## src/rtl/hw_pkg.sv

```systemverilog
// Hardware-wide widths shared by the processing elements.
// Memory address and register tag sizes.
package hw_pkg;
    localparam int GLOBAL_MEM_ADDR_L = 32;
    localparam int REG_ADDR_L        = 5;
endpackage

```

## src/rtl/pe_pkg.sv

```systemverilog
// Processing-element defaults and the load-stream FSM state type.
// Imported by ld_stream_unit.
package pe_pkg;
    localparam int LD_STREAM_CNT_L        = 8;
    localparam int LD_DATA_FIFO_DEPTH     = 8;
    localparam int MAX_OUTSTANDING_LD_REQ = 4;
    parameter  int LD_STALL_CNT_L         = 16;

    typedef enum logic [1:0] {
        IDLE,
        FETCH,
        WAIT_WORD,
        ISSUE
    } ld_stream_state_t;
endpackage

```

## src/rtl/fifo_sync.sv

```systemverilog
// Single-clock FIFO with occupancy count and a combinational head.
// Push is accepted when not full, or when full with a pop in the same cycle.
module fifo_sync #(
    parameter int WIDTH = 8,
    parameter int DEPTH = 4
) (
    input  logic                     clk,
    input  logic                     rst,
    input  logic                     i_push,
    input  logic [WIDTH-1:0]         i_data,
    input  logic                     i_pop,
    output logic [WIDTH-1:0]         o_data,
    output logic [$clog2(DEPTH):0]   o_count
);
    localparam int PTR_L = (DEPTH > 1) ? $clog2(DEPTH) : 1;
    localparam int CNT_W = $clog2(DEPTH) + 1;
    localparam logic [PTR_L-1:0] LAST = PTR_L'(DEPTH - 1);

    logic [WIDTH-1:0] r_mem [DEPTH];
    logic [PTR_L-1:0] r_wr_ptr;
    logic [PTR_L-1:0] r_rd_ptr;
    logic [CNT_W-1:0] r_count;
    logic             w_empty;
    logic             w_full;
    logic             w_push;
    logic             w_pop;

    assign w_empty = (r_count == '0);
    assign w_full  = (r_count == CNT_W'(DEPTH));
    assign w_pop   = i_pop && !w_empty;
    assign w_push  = i_push && (!w_full || w_pop);
    assign o_data  = r_mem[r_rd_ptr];
    assign o_count = r_count;

    // Storage write; cleared on reset so the head reads zero when empty.
    always_ff @(posedge clk or posedge rst) begin
        if (rst) begin
            for (int i = 0; i < DEPTH; i++) begin
                r_mem[i] <= '0;
            end
        end else if (w_push) begin
            r_mem[r_wr_ptr] <= i_data;
        end
    end

    // Pointers wrap at DEPTH; count tracks accepted push/pop.
    always_ff @(posedge clk or posedge rst) begin
        if (rst) begin
            r_wr_ptr <= '0;
            r_rd_ptr <= '0;
            r_count  <= '0;
        end else begin
            if (w_push) begin
                r_wr_ptr <= (r_wr_ptr == LAST) ? '0 : r_wr_ptr + 1'b1;
            end
            if (w_pop) begin
                r_rd_ptr <= (r_rd_ptr == LAST) ? '0 : r_rd_ptr + 1'b1;
            end
            if (w_push && !w_pop) begin
                r_count <= r_count + 1'b1;
            end else if (w_pop && !w_push) begin
                r_count <= r_count - 1'b1;
            end
        end
    end
endmodule

```

## src/rtl/ld_stream_unit.sv

```systemverilog
// Load-stream unit: fetches {addr,reg} words, issues credited reads, queues tagged data.
// Define LD_STREAM_PERF_CNT_EN to build the saturating memory stall counter.
module ld_stream_unit
    import pe_pkg::*;
#(
    parameter int ADDR_L          = hw_pkg::GLOBAL_MEM_ADDR_L,
    parameter int REG_ADDR_L      = hw_pkg::REG_ADDR_L,
    parameter int DATA_L          = 32,
    parameter int CNT_L           = LD_STREAM_CNT_L,
    parameter int FIFO_DEPTH      = LD_DATA_FIFO_DEPTH,
    parameter int MAX_OUTSTANDING = MAX_OUTSTANDING_LD_REQ
) (
    input  logic                         clk,
    input  logic                         rst,
    input  logic                         len_load,
    input  logic [CNT_L-1:0]             len_in,
    output logic                         stream_req,
    input  logic                         stream_gnt,
    input  logic [ADDR_L+REG_ADDR_L-1:0] stream_word,
    output logic                         mem_req,
    output logic [ADDR_L-1:0]            mem_addr,
    input  logic                         mem_gnt,
    input  logic                         mem_rd_vld,
    input  logic [DATA_L-1:0]            mem_rd_data,
    output logic                         out_vld,
    output logic [DATA_L-1:0]            out_data,
    output logic [REG_ADDR_L-1:0]        out_reg,
    input  logic                         pop,
    output logic                         busy,
    output logic [LD_STALL_CNT_L-1:0]    stall_cnt
);
    localparam int OUT_W  = $clog2(MAX_OUTSTANDING) + 1;
    localparam int FCNT_W = $clog2(FIFO_DEPTH) + 1;
    localparam int SUM_W  = ((OUT_W > FCNT_W) ? OUT_W : FCNT_W) + 1;
    localparam int ENT_W  = DATA_L + REG_ADDR_L;

    ld_stream_state_t        r_state;
    ld_stream_state_t        w_state_nxt;
    logic [CNT_L-1:0]        r_remaining;
    logic [CNT_L-1:0]        w_remaining_nxt;
    logic [ADDR_L-1:0]       r_addr_q;
    logic [REG_ADDR_L-1:0]   r_reg_q;
    logic [OUT_W-1:0]        r_outstanding;
    logic                    w_grant;
    logic                    w_rsp;
    logic                    w_tag_empty;
    logic                    w_out_pop;
    logic [REG_ADDR_L-1:0]   w_rsp_tag;
    logic [OUT_W-1:0]        w_tag_cnt;
    logic [FCNT_W-1:0]       w_fifo_cnt;
    logic [ENT_W-1:0]        w_head;
    logic [SUM_W-1:0]        w_credit;

    // Entries already buffered plus reads in flight must fit in the data FIFO.
    assign w_credit = SUM_W'(w_fifo_cnt) + SUM_W'(r_outstanding);

    assign mem_req = (r_state == ISSUE)
                  && (r_outstanding < OUT_W'(MAX_OUTSTANDING))
                  && (w_credit < SUM_W'(FIFO_DEPTH));
    assign mem_addr = (r_state == ISSUE) ? r_addr_q : '0;

    assign w_grant     = mem_req && mem_gnt;
    assign w_tag_empty = (w_tag_cnt == '0);
    assign w_rsp       = mem_rd_vld && !w_tag_empty;

    assign out_vld   = (w_fifo_cnt != '0);
    assign w_out_pop = pop && out_vld;
    assign out_data  = w_head[ENT_W-1:REG_ADDR_L];
    assign out_reg   = w_head[REG_ADDR_L-1:0];

    assign busy = (r_state != IDLE) || (r_outstanding != '0);

    // Next-state and stream request decode.
    always_comb begin
        w_state_nxt     = r_state;
        w_remaining_nxt = r_remaining;
        stream_req      = 1'b0;
        unique case (r_state)
            IDLE: begin
                if (len_load && (len_in != '0)) begin
                    w_state_nxt     = FETCH;
                    w_remaining_nxt = len_in;
                end
            end
            FETCH: begin
                stream_req = 1'b1;
                if (stream_gnt) begin
                    w_state_nxt = WAIT_WORD;
                end
            end
            WAIT_WORD: begin
                w_state_nxt = ISSUE;
            end
            ISSUE: begin
                if (w_grant) begin
                    w_remaining_nxt = r_remaining - 1'b1;
                    w_state_nxt = (r_remaining == CNT_L'(1)) ? IDLE : FETCH;
                end
            end
            default: begin
                w_state_nxt = IDLE;
            end
        endcase
    end

    // State, remaining length and latched stream word.
    always_ff @(posedge clk or posedge rst) begin
        if (rst) begin
            r_state     <= IDLE;
            r_remaining <= '0;
            r_addr_q    <= '0;
            r_reg_q     <= '0;
        end else begin
            r_state     <= w_state_nxt;
            r_remaining <= w_remaining_nxt;
            if (r_state == WAIT_WORD) begin
                r_addr_q <= stream_word[ADDR_L+REG_ADDR_L-1:REG_ADDR_L];
                r_reg_q  <= stream_word[REG_ADDR_L-1:0];
            end
        end
    end

    // In-flight read count; a grant and response together cancel.
    always_ff @(posedge clk or posedge rst) begin
        if (rst) begin
            r_outstanding <= '0;
        end else if (w_grant && !w_rsp) begin
            r_outstanding <= r_outstanding + 1'b1;
        end else if (w_rsp && !w_grant) begin
            r_outstanding <= r_outstanding - 1'b1;
        end
    end

    fifo_sync #(
        .WIDTH (REG_ADDR_L),
        .DEPTH (MAX_OUTSTANDING)
    ) u_tag_q (
        .clk     (clk),
        .rst     (rst),
        .i_push  (w_grant),
        .i_data  (r_reg_q),
        .i_pop   (w_rsp),
        .o_data  (w_rsp_tag),
        .o_count (w_tag_cnt)
    );

    fifo_sync #(
        .WIDTH (ENT_W),
        .DEPTH (FIFO_DEPTH)
    ) u_data_q (
        .clk     (clk),
        .rst     (rst),
        .i_push  (w_rsp),
        .i_data  ({mem_rd_data, w_rsp_tag}),
        .i_pop   (w_out_pop),
        .o_data  (w_head),
        .o_count (w_fifo_cnt)
    );

`ifdef LD_STREAM_PERF_CNT_EN
    logic [LD_STALL_CNT_L-1:0] r_stall_cnt;

    // Count cycles a read request waits for grant, saturating.
    always_ff @(posedge clk or posedge rst) begin
        if (rst) begin
            r_stall_cnt <= '0;
        end else if (mem_req && !mem_gnt && (r_stall_cnt != '1)) begin
            r_stall_cnt <= r_stall_cnt + 1'b1;
        end
    end

    assign stall_cnt = r_stall_cnt;
`else
    assign stall_cnt = '0;
`endif
endmodule

```

## config.mk

```make
export PLATFORM = sky130hd
export DESIGN_NAME = ld_stream_unit
export DESIGN_NICKNAME = d
export VERILOG_FILES = /design/src/rtl/hw_pkg.sv /design/src/rtl/pe_pkg.sv /design/src/rtl/fifo_sync.sv /design/src/rtl/ld_stream_unit.sv
export SDC_FILE = /design/constraint.sdc
export NUM_CORES = 1
export LEC_CHECK = 0
export BUFFER_PORTS_ARGS = -buffer_cell sky130_fd_sc_hd__buf_4
export CAP_MARGIN = 5
export CORE_AREA = 2 2 195 197
export CTS_CLUSTER_SIZE = 20
export DETAILED_ROUTE_END_ITERATION = 7
export DIE_AREA = 0 0 197 199
export PLACE_DENSITY = 0.78
export SLEW_MARGIN = 10
export SYNTH_ARGS = -nofsm -noshare
export SYNTH_HDL_FRONTEND = slang
export SYNTH_SLANG_ARGS = --single-unit
export TNS_END_PERCENT = 10
```

## constraint.sdc

```tcl
create_clock -name clk -period 20.6 [get_ports clk]
set_input_delay 2.06 -clock clk [delete_from_list [all_inputs] [get_ports clk]]
set_output_delay 2.06 -clock clk [all_outputs]
set_load 0.01 [all_outputs]
```

# --- Yosys cells after proc, flatten, opt, wreduce, memory -nomap -nowiden ---
# Index checks and enable logic that the tools add are counted.
classes:
  reduce_logical: 44
  n_eq_ne: 13
  n_addsub: 12
  mux: 32
  bitwise_logic: 4
  order_cmp: 8
ops:
  columns: ["cell", "n"]
  rows:
  - ["296-bit bitwise mux", 1]
  - ["37-bit binary-select mux with 3-bit select", 1]
  - ["37-bit demux with 3-bit select", 1]
  - ["37-bit 2-to-1 mux", 3]
  - ["32-bit 2-to-1 mux", 1]
  - ["20-bit bitwise mux", 1]
  - ["1-bit logical AND", 18]
  - ["3-bit 2-to-1 mux", 6]
  - ["8-bit 2-to-1 mux", 2]
  - ["8-bit one-hot mux with 2 select lines", 1]
  - ["5-bit 2-to-1 mux", 3]
  - ["3-bit by 1-bit adder with 3-bit output (second input constant)", 4]
  - ["5-bit binary-select mux with 2-bit select", 1]
  - ["5-bit demux with 2-bit select", 1]
  - ["1-bit logical NOT", 10]
  - ["2-bit 2-to-1 mux", 5]
  - ["2-bit nonzero test", 5]
  - ["3-bit equality test (second input constant)", 3]
  - ["2-bit equality test (second input constant)", 4]
  - ["8-bit by 1-bit equality test with 1-bit output (second input constant)", 1]
  - ["4-bit >= comparator (second input constant)", 2]
  - ["4-bit 2-to-1 mux", 2]
  - ["3-bit inverter with 4-bit output", 2]
  - ["2-bit one-hot mux with 4 select lines", 1]
  - ["other kinds (25)", 34]
word_totals:
  output_inout_bits: 89
  reg_bits: 383
  elab_cells: 136

# --- Depth between registers and ports, before layout ---
logic_depth:
  word_depth: 10
  ltp_mapped: 12
  ltp_nobuf: 11

# --- Modules after synthesis ---
# Synthesis repeated with hierarchy kept, for this count alone.
unflattened:
  cells_unflattened: 1156
  hier_area_um2: 18088.6
modules_own_cells:
  columns: ["mod", "cells_each", "seq_area_each_um2", "n_inst", "area_per_inst_um2"]
  rows:
  - ["fifo_sync (u_data_q)", 824, 7657.3, 1, 14010.9]
  - ["ld_stream_unit", 246, 1251.2, 1, 2790.2]
  - ["fifo_sync (u_tag_q)", 86, 675.6, 1, 1287.5]

# --- Worst setup path before layout ---
# OpenSTA, ideal clock, no wires.
synth_timing:
  kind: "input-to-reg"
  startpoint: "input port mem_rd_vld"
  endpoint: "register u_tag_q.r_count[1] (netlist: u_tag_q.o_count[1])"
  arrival_time_ns: 3.903
  path_buffers: 1
  cell_stages: 7
  slack_ns: 16.572
  setup_ns: 0.125
  path_cell_list: "or4b_2 -> clkbuf_1 -> and2_1 -> ha_1 -> inv_1 -> fa_1 -> mux2_2"
synth_via:
  elab_chain_cells: 7
  word_cells_on_any_way: 10
  cone_classes: "mux (1); reduce/logical (9)"
synth_rtl:
  columns: ["item", "line_no", "text"]
  rows:
  - ["start, declared", "ld_stream_unit.sv:23", "input logic mem_rd_vld,"]
  - ["1-bit logical AND *", "ld_stream_unit.sv:64", "assign w_rsp = mem_rd_vld && !w_tag_empty;"]
  - ["1-bit logical AND *", "fifo_sync.sv:30", "assign w_pop = i_pop && !w_empty;"]
  - ["1-bit logical OR *", "fifo_sync.sv:31", "assign w_push = i_push && (!w_full || w_pop);"]
  - ["1-bit logical AND *", "fifo_sync.sv:31", null]
  - ["net u_tag_q.w_push", "fifo_sync.sv:25", "logic w_push;"]
  - ["1-bit logical NOT", "fifo_sync.sv:61", "end else if (w_pop && !w_push) begin"]
  - ["1-bit logical AND", "fifo_sync.sv:61", null]
  - ["2-bit nonzero test (no line)", null, null]
  - ["end signal, assigned", "fifo_sync.sv:60", "r_count <= r_count + 1'b1;"]
  - ["end signal, assigned", "fifo_sync.sv:62", "r_count <= r_count - 1'b1;"]
  - ["end, declared", "fifo_sync.sv:22", "logic [CNT_W-1:0] r_count;"]
# The timed path passes the listed nets; every way through them passes the cells marked *.
# A chain may end at the register's enable or synchronous reset.

# --- Final worst setup path ---
layout_timing:
  startpoint: "register u_data_q.r_rd_ptr[0]"
  endpoint: "output port out_reg[1]"
layout_via:
  elab_chain_cells: 4
layout_rtl:
  columns: ["item", "line_no", "text"]
  rows:
  - ["start, declared", "fifo_sync.sv:21", "logic [PTR_L-1:0] r_rd_ptr;"]
  - ["start signal, assigned", "fifo_sync.sv:57", "r_rd_ptr <= (r_rd_ptr == LAST) ? '0 : r_rd_ptr + 1'b1;"]
  - ["3-bit inverter with 4-bit output (implied by the code)", "fifo_sync.sv:32", "assign o_data = r_mem[r_rd_ptr];"]
  - ["37-bit binary-select mux with 3-bit select", "fifo_sync.sv:32", null]
  - ["37-bit 2-to-1 mux (implied by the code) (2 in series)", "fifo_sync.sv:32", null]
  - ["end, declared", "ld_stream_unit.sv:27", "output logic [REG_ADDR_L-1:0] out_reg,"]
# No other way between the ends. The select of a mux whose other input is x is not followed.

==> metrics <==
Post-CTS Resized=0; vias=10310; CTS clock-pin slew for the worst setup and hold paths=approximately 0.05 ns; crit path time final=approximately 5.2 ns; crit path from=u_data_q.r_rd_ptr[0]$_DFFE_PP0P_; worst-path cell chain=buf_4 > mux4_2 > mux2_2 > buf_4; die area=just under 40000 µm²; Area growth, synth to finish=15.37%; CTS tree=done; layout cells sized above 1=0.5306; largest net degree at the start of global routing=84; Non-Filler Instances=~1800; combinational share of power=0.415; post-CTS setup buffer count=0; worst setup path endpoint=out_reg[1]; initial antenna violation count=0; htree depth=2; warnings from Yosys=0; Post-synth EDFFs=0; final setup TNS=0 ns; # clock sinks=approximately 380; post-DP HPWL=approximately 23000 µm; core area=between 30000 and 40000 µm²; DR iter-0 viols=just over 400; mapped cell area=approximately 18000 µm²; hold_buf cts=0; max-slew violation count=0; distinct cell type count after synthesis=56; Synth top area share=0.5240; CTS root buf=clkbuf_16; worst vdd ir=0.09845 mV; Final Setup Violations=0; routed len/inst=between 20 and 25 µm; Crit. path cell count=4; reg2reg path depth=10; critical path type=reg2out; placed cells=roughly 1800; Total Power=around 3.7 mW; status=completed; FP Rows=between 70 and 80; fmax=~190 MHz; Leak=9.409 nW; Boundary Pins=~170; Yosys top cell by area=dfrtp_1; vias per cell=between 5 and 6; most frequent CP cell=buf_4; worst path bufs/invs=2; Tcrit/Tclk final=0.2525; Critical R2R Launch=u_data_q.o_count[0]$_DFFE_PP0P_; Max Cap Viol=0; internal power=2.507 mW; vias in the first global route=about 11000; Initial Utilization=0.4926; power share of the sequential group=0.381; Psw=roughly 1.2 mW; deepest clock path buffer count=3; Pwr Density=~170 nW/µm²; clock skew after layout=between 0.015 and 0.02 ns; Slew @ Worst Pin=between 1 and 1.5 ns; sequential fraction of the synthesis area=0.5240; Worst Setup End Kind=output pin; Area contributors post-synth=dfrtp_1 52%, mux2_2 18%, mux4_2 9.1%; GRT Util Overall=0.1985; asr flop ratio synth=1.000; Final nets=1433; Sw Share=0.3148; slowest library cell on the worst path=dfrtp_4; most frequent cell after synthesis=dfrtp_1; clk_lat worst skew=0.55 ns; Met1 Wirelength=16540 µm; RSZ-0062 raised after global routing=false; R2R Setup Slk=roughly 18 ns; Max-slew headroom=0.2943; Synth Area per Inst=between 15 and 20 µm²; Crit Path Max Fanout=44; Synth Register Bits=between 300 and 400; met3 wire length=2218 µm; synthesized instance count=roughly 1200; crit-path max cell delay=~0.81 ns; Worst R2R End=u_data_q.o_count[3]$_DFFE_PP0P_; commonest cells in the netlist=383 x dfrtp_1, 298 x mux2_2, 90 x mux2_4; CTS Buf Count=42; most used flip-flop cell after synthesis=dfrtp_1; Port Buf Inserts=around 160; crit start category=register; total grt overflow=0; first-pass GRT wire length=just over 60000 µm; critical path's top delay family=multiplexers; DR top layer=met4; die height=between 150 and 200 µm; CP required=between 15 and 20 ns; HP Class=reg2reg; ANT nets after route=0; routability congestion estimate=approximately 0.79; Pre-Repair DR Iteration Count=5; Arr. time, crit path=3.14 ns; die width=about 200 µm; routed length on met2=between 15000 and 20000 µm; Clock Power Share=0.205; Routed Wire Length=roughly 38000 µm; final hold violation count=0; DRC violations left=0
-- cells by family after synthesis --
logic type                 Yosys count  share of synthesized area
other                                1                  0.0002050
xor gates and xnor gates            11                   0.005267
buffers and inverters              104                    0.03646
and+or+nand+nor                    114                    0.03557
AOI/OAI and AO/OA                   70                    0.02654
muxes                              470                     0.3529
DFF                                383                     0.5240
adders and majority gates           26                    0.01902
-- worst min path at each step --
stage	start	end	slack (ns)	cells past startpoint
detailed placement	u_data_q.r_mem[225]$_DFFE_PP0P_	u_data_q.r_mem[225]$_DFFE_PP0P_	0.47	2
floorplan	u_data_q.r_mem[223]$_DFFE_PP0P_	u_data_q.r_mem[223]$_DFFE_PP0P_	0.44	2
global route	u_data_q.r_mem[225]$_DFFE_PP0P_	u_data_q.r_mem[225]$_DFFE_PP0P_	0.50	2
global placement	u_data_q.r_mem[226]$_DFFE_PP0P_	u_data_q.r_mem[226]$_DFFE_PP0P_	0.46	2
finish	u_data_q.r_mem[225]$_DFFE_PP0P_	u_data_q.r_mem[225]$_DFFE_PP0P_	0.48	2
CTS	u_data_q.r_mem[225]$_DFFE_PP0P_	u_data_q.r_mem[225]$_DFFE_PP0P_	0.48	2
-- per-layer routing --
layer,vias to the layer above,GRT usage
met5,-,0
met4,0,0.04762
met3,54,0.04239
met2,260,0.3318
met1,5404,0.2668
li1,4591,-
-- stage by stage --
stage	instance area, µm²	hold WS [ns]	utilization	setup slack (ns)
2_1_floorplan	18350	0.4446	-	7.898
3_5_place_dp	19710	0.4687	0.5308	15.83
6_report	21100	0.4753	0.5683	15.40
4_1_cts	21100	0.4811	0.5682	15.29
3_3_place_gp	19710	0.4593	0.5308	15.90
5_1_grt	21100	0.4984	0.5682	15.19
-- flip-flops by register name, summed over array words and instances, names as in the netlist --
register	flops
u_data_q.r_wr_ptr	3
u_data_q.r_rd_ptr	3
r_state	2
r_remaining	8
r_addr_q	32
r_reg_q	5
u_data_q.o_count	4
u_tag_q.o_count	3
u_data_q.r_mem	296
u_tag_q.r_wr_ptr	2
u_tag_q.r_mem	20
r_outstanding	3
u_tag_q.r_rd_ptr	2
-- cells in the final DEF, fill, tap and decap left out, types with 3 or more instances in the layout --
master,instances
buf_4,172
inv_1,15
xor2_1,4
nor3b_4,3
fa_1,3
conb_1,16
clkbuf_16,43
clkbuf_8,7
dfrtp_1,380
clkbuf_1,12
bufinv_16,3
nand2b_1,3
nand3_1,6
o21ai_0,29
o21a_1,6
o2111ai_4,4
nand2_1,34
a211o_1,6
nor2_1,12
mux2i_1,7
ha_1,22
a21oi_1,10
nor3_1,4
mux2_2,298
xnor2_1,7
mux2_4,90
clkinv_2,7
and2_1,35
mux4_2,74
-- worst reg2reg max path: cells and delay by family, from the launching register on --
family / cells / cell delay [ns]
AOI/OAI and AO/OA: 3 / 0.88
xor gates and xnor gates: 1 / 0.14
adders and majority gates: 2 / 0.45
buffers and inverters: 2 / 0.23
DFF: 1 / 0.45
muxes: 1 / 0.24
and+or+nand+nor: 1 / 0.61
-- power by group through the flow --
stage | Combinational (mW) | Sequential (mW) | Clock (mW)
after floorplan | 1.20 | 1.28 | 0
after global placement | 1.49 | 1.38 | 0
after detailed placement | 1.53 | 1.40 | 0
after CTS | 1.54 | 1.39 | 0.770
after global routing | 1.65 | 1.44 | 0.800
final | 1.52 | 1.39 | 0.749
-- layout make-up --
class                      count  area (µm²)
fill                        2871       16030
clock buffer                  62        1217
antenna                        1       2.502
inverter                      17       71.32
clock inverter                14       171.4
tap                          474       593.1
sequential                   383        9593
timing repair buffer         172        1291
multi-input combinational    707        8162
(Power assumes the default switching activity.)
